File: config.mk
export PLATFORM = sky130hd
export DESIGN_NAME = dmem_port_arbiter
export DESIGN_NICKNAME = d
export VERILOG_FILES = /design/src/rtl/dmem_pkg.sv /design/src/rtl/dmem_lane_steer.sv /design/src/rtl/dmem_port_arbiter.sv
export SDC_FILE = /design/constraint.sdc
export NUM_CORES = 1
export LEC_CHECK = 0
export BUFFER_PORTS_ARGS = -buffer_cell sky130_fd_sc_hd__buf_2
export CAP_MARGIN = 0
export CORE_AREA = 2 2 119 121
export CTS_CLUSTER_SIZE = 24
export DETAILED_ROUTE_END_ITERATION = 10
export DIE_AREA = 0 0 121 123
export PLACE_DENSITY_LB_ADDON = 0.08
export RECOVER_POWER = 100
export SLEW_MARGIN = 20
export SYNTH_ARGS = -nofsm -noshare
export SYNTH_HDL_FRONTEND = slang
export SYNTH_SLANG_ARGS = --single-unit
File: constraint.sdc
create_clock -name clk -period 7.5 [get_ports clk]
set_input_delay 1.5 -clock clk [delete_from_list [all_inputs] [get_ports clk]]
set_output_delay 1.5 -clock clk [all_outputs]
set_load 0.02 [all_outputs]
File: src/rtl/dmem_pkg.sv
// dmem_pkg: shared encodings for the data-memory port arbiter (access sizes, response owner, port indices).
package dmem_pkg;
  localparam logic [1:0] SZ_BYTE = 2'b00;
  localparam logic [1:0] SZ_HALF = 2'b01;
  localparam logic [1:0] SZ_WORD = 2'b10;
  localparam logic PORT_CPU = 1'b0;
  localparam logic PORT_DBG = 1'b1;
  typedef enum logic [1:0] {OWN_NONE, OWN_CPU, OWN_DBG} owner_t;
endpackage

File: src/rtl/dmem_lane_steer.sv
// dmem_lane_steer: maps a right-aligned store onto RAM byte lanes and flags misaligned/reserved sizes.
module dmem_lane_steer
  import dmem_pkg::*;
(
  input  logic [1:0]  size,
  input  logic [1:0]  addr,
  input  logic        we,
  input  logic [31:0] wdata,
  output logic [3:0]  wea,
  output logic [31:0] din,
  output logic        misalign
);
  logic [3:0]  mask;
  logic [31:0] data;
  always_comb begin
    misalign = size == SZ_WORD ? addr != 2'b00 : size == SZ_HALF ? addr[0] : size != SZ_BYTE;
    mask = size == SZ_WORD ? 4'b1111 : size == SZ_HALF ? (addr[1] ? 4'b1100 : 4'b0011) : 4'b0001 << addr;
    data = size == SZ_WORD ? wdata : size == SZ_HALF ? {2{wdata[15:0]}} : {24'd0, wdata[7:0]} << {addr, 3'b000};
    wea = we && !misalign ? mask : 4'b0000;
    din = we && !misalign ? data : 32'd0;
  end
endmodule

File: src/rtl/dmem_port_arbiter.sv
// dmem_port_arbiter: shares the data RAM A-port between the CPU (port 0) and debug engine (port 1).
// Fixed CPU priority with a starvation guard by default; define DMEM_ARB_RR_EN for round-robin.
module dmem_port_arbiter
  import dmem_pkg::*;
#(
  parameter int ADDR_W   = 32,
  parameter int WAIT_MAX = 8,
  parameter int CNT_W    = 4
) (
  input  logic              clk,
  input  logic              rst,
  input  logic              cpu_req_valid,
  output logic              cpu_req_ready,
  input  logic [ADDR_W-1:0] cpu_req_addr,
  input  logic              cpu_req_we,
  input  logic [1:0]        cpu_req_size,
  input  logic [31:0]       cpu_req_wdata,
  output logic              cpu_rsp_valid,
  output logic [31:0]       cpu_rsp_rdata,
  output logic              cpu_rsp_err,
  input  logic              dbg_req_valid,
  output logic              dbg_req_ready,
  input  logic [ADDR_W-1:0] dbg_req_addr,
  input  logic              dbg_req_we,
  input  logic [1:0]        dbg_req_size,
  input  logic [31:0]       dbg_req_wdata,
  output logic              dbg_rsp_valid,
  output logic [31:0]       dbg_rsp_rdata,
  output logic              dbg_rsp_err,
  output logic [3:0]        ram_wea,
  output logic [ADDR_W-3:0] ram_addr,
  output logic [31:0]       ram_din,
  input  logic [31:0]       ram_dout,
  output logic              cpu_stall
);
  logic              gnt_cpu, gnt_dbg, any, drv, we, mis;
  logic [ADDR_W-1:0] addr;
  logic [1:0]        size;
  logic [31:0]       wdata, din;
  logic [3:0]        wea;
  logic [ADDR_W-3:0] addr_q;
  logic [CNT_W-1:0]  cnt;
  owner_t            owner;
`ifdef DMEM_ARB_RR_EN
  logic              last_winner;
`endif
  // grants are masked during reset so every output reads 0 while rst is high
  always_comb begin
`ifdef DMEM_ARB_RR_EN
    gnt_dbg = !rst && dbg_req_valid && (!cpu_req_valid || last_winner == PORT_CPU);
`else
    gnt_dbg = !rst && dbg_req_valid && (!cpu_req_valid || cnt == CNT_W'(WAIT_MAX));
`endif
    gnt_cpu = !rst && cpu_req_valid && !gnt_dbg;
    any = gnt_cpu || gnt_dbg;
    addr = gnt_dbg ? dbg_req_addr : cpu_req_addr;
    size = gnt_dbg ? dbg_req_size : cpu_req_size;
    we = gnt_dbg ? dbg_req_we : cpu_req_we;
    wdata = gnt_dbg ? dbg_req_wdata : cpu_req_wdata;
  end
  dmem_lane_steer u_steer (
    .size(size), .addr(addr[1:0]), .we(we), .wdata(wdata),
    .wea(wea), .din(din), .misalign(mis)
  );
  // a dropped (misaligned/reserved) request leaves the RAM untouched, address included
  always_comb begin
    drv = any && !mis;
    ram_wea = drv ? wea : 4'b0000;
    ram_din = drv ? din : 32'd0;
    ram_addr = drv ? addr[ADDR_W-1:2] : addr_q;
    cpu_req_ready = gnt_cpu;
    dbg_req_ready = gnt_dbg;
    cpu_stall = !rst && cpu_req_valid && !gnt_cpu;
    cpu_rsp_valid = owner == OWN_CPU;
    dbg_rsp_valid = owner == OWN_DBG;
    cpu_rsp_rdata = cpu_rsp_valid ? ram_dout : 32'd0;
    dbg_rsp_rdata = dbg_rsp_valid ? ram_dout : 32'd0;
  end
  always_ff @(posedge clk or posedge rst)
    if (rst) begin
      addr_q <= '0;
      owner <= OWN_NONE;
      cnt <= '0;
      cpu_rsp_err <= 1'b0;
      dbg_rsp_err <= 1'b0;
`ifdef DMEM_ARB_RR_EN
      last_winner <= PORT_DBG;
`endif
    end else begin
      if (drv) addr_q <= addr[ADDR_W-1:2];
      owner <= drv && !we ? (gnt_dbg ? OWN_DBG : OWN_CPU) : OWN_NONE;
      cpu_rsp_err <= gnt_cpu && mis;
      dbg_rsp_err <= gnt_dbg && mis;
      cnt <= !dbg_req_valid || gnt_dbg ? '0 : cnt == CNT_W'(WAIT_MAX) ? cnt : cnt + 1'b1;
`ifdef DMEM_ARB_RR_EN
      if (any) last_winner <= gnt_dbg ? PORT_DBG : PORT_CPU;
`endif
    end
endmodule

# Word level (Yosys, flattened, before mapping)

Cells that the tools add are included.

Register bits after elaboration: 38
Input port bits: 170
Output and inout bits: 137

Add/sub/neg operators: 1
Eq/ne operators: 6
Shift operators: 2
Muxes and demuxes: 22
Reduce and logical (&&, ||, !) cells: 22

Operator list:

| cell                | count |
|---|---|
| $mux 32             | 8 |
| $shl 8x5->32        | 1 |
| $mux 30             | 1 |
| $mux 4              | 7 |
| $logic_and 1x1->1   | 10 |
| $logic_not 1->1     | 7 |
| $mux 2              | 3 |
| $add 4x1->4 const B | 1 |
| $eq 2x1->1 const B  | 2 |
| $eq 2x2->1 const B  | 2 |
| $eq 4x4->1 const B  | 1 |
| $reduce_bool 2->1   | 2 |
| $shl 1x2->4 const A | 1 |
| $logic_or 1x1->1    | 3 |
| $mux 1              | 3 |
| $ne 2x2->1 const B  | 1 |

# Logic depth before layout (Yosys ltp)

Depth in word-level cells: 11
Gate-level depth with buffers: 11
Gate-level depth less buffers: 8

# Cells and area by module

A second synthesis with hierarchy kept.

Cell total of the unflattened synthesis: 529
Area total of the unflattened synthesis: 4362.9 um^2

Modules (own cells, without submodules):

| module            | times used | cells an instance | area an instance (um^2) | seq. area each (um^2) |
|---|---|---|---|---|
| dmem_port_arbiter | 1          | 409               | 3565.9                  | 950.9 |
| dmem_lane_steer   | 1          | 120               | 797.0                   | 0.0 |

# Worst setup path before layout

No wires, ideal clock.

Path kind: in2out
Start: in rst
End: out ram_addr[22]
Data arrival time: 3.215 ns
Data required time: 6.000 ns
Setup slack: 2.785 ns
Stages on the path: 4
Buffers on the path: 1
Cells stage by stage: inv_1 o21ai_2 buf_6 mux2_1

Cells in the longest elaborated chain, start to end: 10
Elaborated cells on any way between the ends: 18

Ends and longest elaborated chain:

| item                                                   | RTL line                | source |
|---|---|---|
| start, declared                                        | dmem_port_arbiter.sv:11 | `input logic rst,` |
| $logic_not 1->1 (no source line) *                     | -                       |  |
| $logic_and 1x1->1 (2 in a row)                         | dmem_port_arbiter.sv:52 | `gnt_dbg = !rst && dbg_req_valid && (!cpu_req_valid \|\| cnt == CNT_W'(WAIT_MAX));` |
| $mux 2                                                 | dmem_port_arbiter.sv:57 | `size = gnt_dbg ? dbg_req_size : cpu_req_size;` |
| $eq 2x1->1 / $reduce_bool 2->1 (equally long branches) | dmem_lane_steer.sv:16   | `misalign = size == SZ_WORD ? addr != 2'b00 : size == SZ_HALF ? addr[0] : size != SZ_BYTE;` |
| $mux 1 (2 in a row)                                    | dmem_lane_steer.sv:16   |  |
| $logic_not 1->1                                        | dmem_port_arbiter.sv:67 | `drv = any && !mis;` |
| $logic_and 1x1->1                                      | dmem_port_arbiter.sv:67 |  |
| $mux 30 *                                              | -                       |  |
| end, declared                                          | dmem_port_arbiter.sv:31 | `output logic [ADDR_W-3:0] ram_addr,` |

Mark *: on every way between the ends. The rest lies on a longest branch, timed or not.

# Final worst setup path

Start: in rst
End: out ram_addr[27]

The elaborated chain is that of the path after synthesis.

==> key figures <==
GRT
  • Vias in the first global route: 4034
  • Total grt overflow: 0
  • Initial antenna violation count: 0
  • First-pass GRT wire length: around 21000 um
  • GR Util All Layers: 0.180
  • Largest net degree at the start of global routing: a little over 70

Drt
  • Routed Wire Length: 14700 um
  • Detailed-route wire length per cell: 15.7 um
  • Vias per cell: roughly 4.7
  • Total number of vias: around 4400
  • DRC violations left: 0
  • Final antenna-violating net count: 0
  • First-pass DRT Iterations: 4
  • Initial DRC count: approximately 220

Logic synthesis
  • Register bit total from synthesis: 38
  • Post-Syn Instances: about 470
  • Syn avg cell area: between 7 and 8 um^2
  • Fraction of registers with async set/reset: 1.00
  • Netlist cell types: slightly above 50
  • Number of enable flip-flop cells after synthesis: 0
  • Synthesized area: around 3700 um^2
  • Most used DFF post-synth: dfrtp_1
  • Fraction of the yosys area taken by sequential cells: 0.259
  • Yosys Warn Count: 0
  • Syn_nets: roughly 640

Pwr
  • Power density over the cells: approximately 150 nW/um^2
  • Sequential Power Share: 0.327
  • Leak: between 0.002 and 0.003 uW
  • Comb power frac: 0.406
  • Clk pwr share: 0.267
  • VDD IR max: approximately 110 uV
  • P_int: between 400 and 500 uW
  • Switching part of the total: 0.369
  • Switching pwr: 291 uW

STA
  • Slew Limit Headroom: -0.0476
  • # setup viols final: 0
  • Worst-Margin Slew: 1.57 ns
  • Final hold vios: 0
  • Setup TNS: 0 ns
  • Crit path time final: ~5.6 ns
  • RSZ-0062 raised after global routing: false
  • Crit share post-route: 0.747
  • Final Max Tran Viols: a little over 40
  • Fmax: between 150 and 200 MHz
  • Skew final: around 0.0027 ns

Placed design
  • Dpl cell area: 5260 um^2
  • Number of port buffers: approximately 310
  • Gpl congestion: roughly 0.85
  • DP HPWL: roughly 12000 um
  • Inst Count DP: about 920

Die
  • Chip height: around 120 um
  • CORE AREA: approximately 14000 um^2
  • I/O pin count: 307
  • Initial Utilization: 0.270
  • Die area: 14900 um^2
  • Std-Cell Rows: 43
  • Die W: 121 um

CTS
  • Setup Fix Bufs, Post-CTS: 0
  • Max Root-Sink Buffers: 2
  • TritonCTS buffer count: 5
  • Total clock sinks: 38
  • Post_cts resized: 0
  • Clock-pin slew on the worst setup and hold paths: 0.06 ns
  • Root Driver: clkbuf_16
  • H-tree levels: 2
  • CTS tree: yes
  • Hold buffer count at cts: 0
  • Clk_lat worst skew: 0.28 ns

Critical path
  • Req. time, crit path: 6.00 ns
  • Worst r2r src: cnt[0]
  • Crit-path cells: clkbuf_1 -> inv_1 -> o21ai_4 -> mux2_1 -> clkbuf_1
  • Critical path's slowest cell: inv_1
  • Most frequent CP cell: clkbuf_1
  • Arr. time, crit path: just over 4 ns
  • Critical Path End Type: primary output
  • R2R cell count: 6
  • Setup Crit Path Kind: primary input to primary output
  • FF-to-FF setup slack: 5.01 ns
  • CP delay by family, top: buffers and inverters
  • Peak per-stage delay on the critical path: 1.12 ns
  • Reg2reg end: addr_q[25]
  • Crit path buf inv count: 3
  • CP startpoint kind: primary input
  • Crit path max fanout: 40

Outcome
  • Status: finished, violations left
  • Failing checks: max-capacitance violations, max-slew violations

Min path
  • Type of the tightest min-delay check: flop to flop
  • Origin of the worst min-delay path: addr_q[29]
  • Worst hold stages: 1
  • Endpoint of the worst hold path: addr_q[29]

Final layout
  • Share of layout cells above drive strength 1: 0.324
  • Area grow syn2layout: 43.2%
  • Post-layout instance area: roughly 5300 um^2
  • Nets@finish: 922
  • Diode count: 0
  • Finished Layout Cells: 931

Flow run
  • Max-cap viol count: 1
[synthesized netlist by cell type (all sizes together) (2+ instances only)]
master	number	share of area
a31oi	3	0.0051
mux2	35	0.11
o21ai	15	0.021
o22ai	14	0.024
mux2i	24	0.065
nand2b	4	0.0068
a211oi	4	0.0082
o221ai	5	0.012
inv	6	0.0075
and2	73	0.12
or3	4	0.0082
nor3	8	0.011
a21oi	3	0.0041
dfrtp	38	0.26
a311oi	3	0.0072
a221oi	3	0.0072
nor4	3	0.0051
nor2	35	0.036
clkbuf	13	0.013
and3	8	0.014
buf	22	0.043
xnor2	3	0.0072
a22oi	2	0.0041
nor2b	9	0.015
nand2	103	0.11
o21a	4	0.0082
ha	2	0.0068
nor3b	3	0.0061
xor2	4	0.0095
nand3	3	0.0041
[state kept, by name, indices dropped and copies added, names as in the netlist]
name,flops
addr_q,30
cnt,4
owner,2
cpu_rsp_err,1
dbg_rsp_err,1
[worst max path at each step]
stage / endpoint / slack, ns / from / cells after the start
after global routing: ram_addr[27] / 1.39 / rst / 5
after CTS: ram_din[16] / 1.86 / rst / 8
after floorplan: ram_addr[22] / 2.79 / rst / 4
after global placement: ram_din[16] / 1.96 / rst / 8
after detailed placement: ram_din[16] / 1.86 / rst / 8
final: ram_addr[27] / 1.90 / rst / 5
[power groups by stage]
stage	clock network, uW	logic [uW]	registers [uW]
2_1_floorplan	0	214	259
3_3_place_gp	0	339	260
3_5_place_dp	0	341	261
4_1_cts	218	342	258
5_1_grt	225	352	263
6_report	210	320	258
[cell families after synthesis]
family | count (synthesis) | share of synthesized area
AOI/OAI and AO/OA | 65 | 0.129
xor gates and xnor gates | 7 | 0.0167
muxes | 59 | 0.178
adders and majority gates | 2 | 0.00681
DFF | 38 | 0.259
and+or+nand+nor | 257 | 0.347
buffers and inverters | 41 | 0.0634
[cells in the final DEF (no fill, tap or decap), drive strengths merged, types with 3 or more instances in the layout]
cell type,count
or3,4
nand2,103
o221ai,5
o21ai,15
nor4,3
a21oi,3
dfrtp,38
mux2i,24
and3,8
o22ai,14
buf,210
and2,73
a31oi,3
nor2b,9
xor2,4
mux2,35
nor3,8
o21a,4
nand3,3
a211oi,4
clkbuf,105
inv,6
a221oi,3
nand2b,4
a311oi,3
nor3b,3
xnor2,3
nor2,35
[stage by stage]
stage               hold slack, ns  power (uW)  setup WS, ns   util
global route                 0.508         839          1.39  0.386
global placement             0.473         599          1.96  0.386
floorplan                    0.556         472          2.79      -
CTS                          0.493         817          1.86  0.397
finish                       0.482         789          1.90  0.386
detailed placement           0.479         602          1.86  0.386
[layer usage]
metal | vias up | GRT usage | part of all wire
met5 | - | 0 | 0
met4 | 0 | 0.0342 | 0.0084
met3 | 12 | 0.0392 | 0.073
met2 | 192 | 0.342 | 0.53
met1 | 2044 | 0.208 | 0.39
li1 | 2165 | - | -
[area by class of cell]
| class | count | area (um^2) |
|---|---|---|
| clock inverters | 2 | 12.5 |
| flip-flops and latches | 38 | 951 |
| fillers | 1539 | 8350 |
| inverters | 6 | 27.5 |
| well taps | 180 | 225 |
| clock buffers | 6 | 139 |
| multi-input cells | 390 | 2480 |
| repair buffers | 309 | 1430 |
No activity file was read; power rests on OpenSTA's default activity.
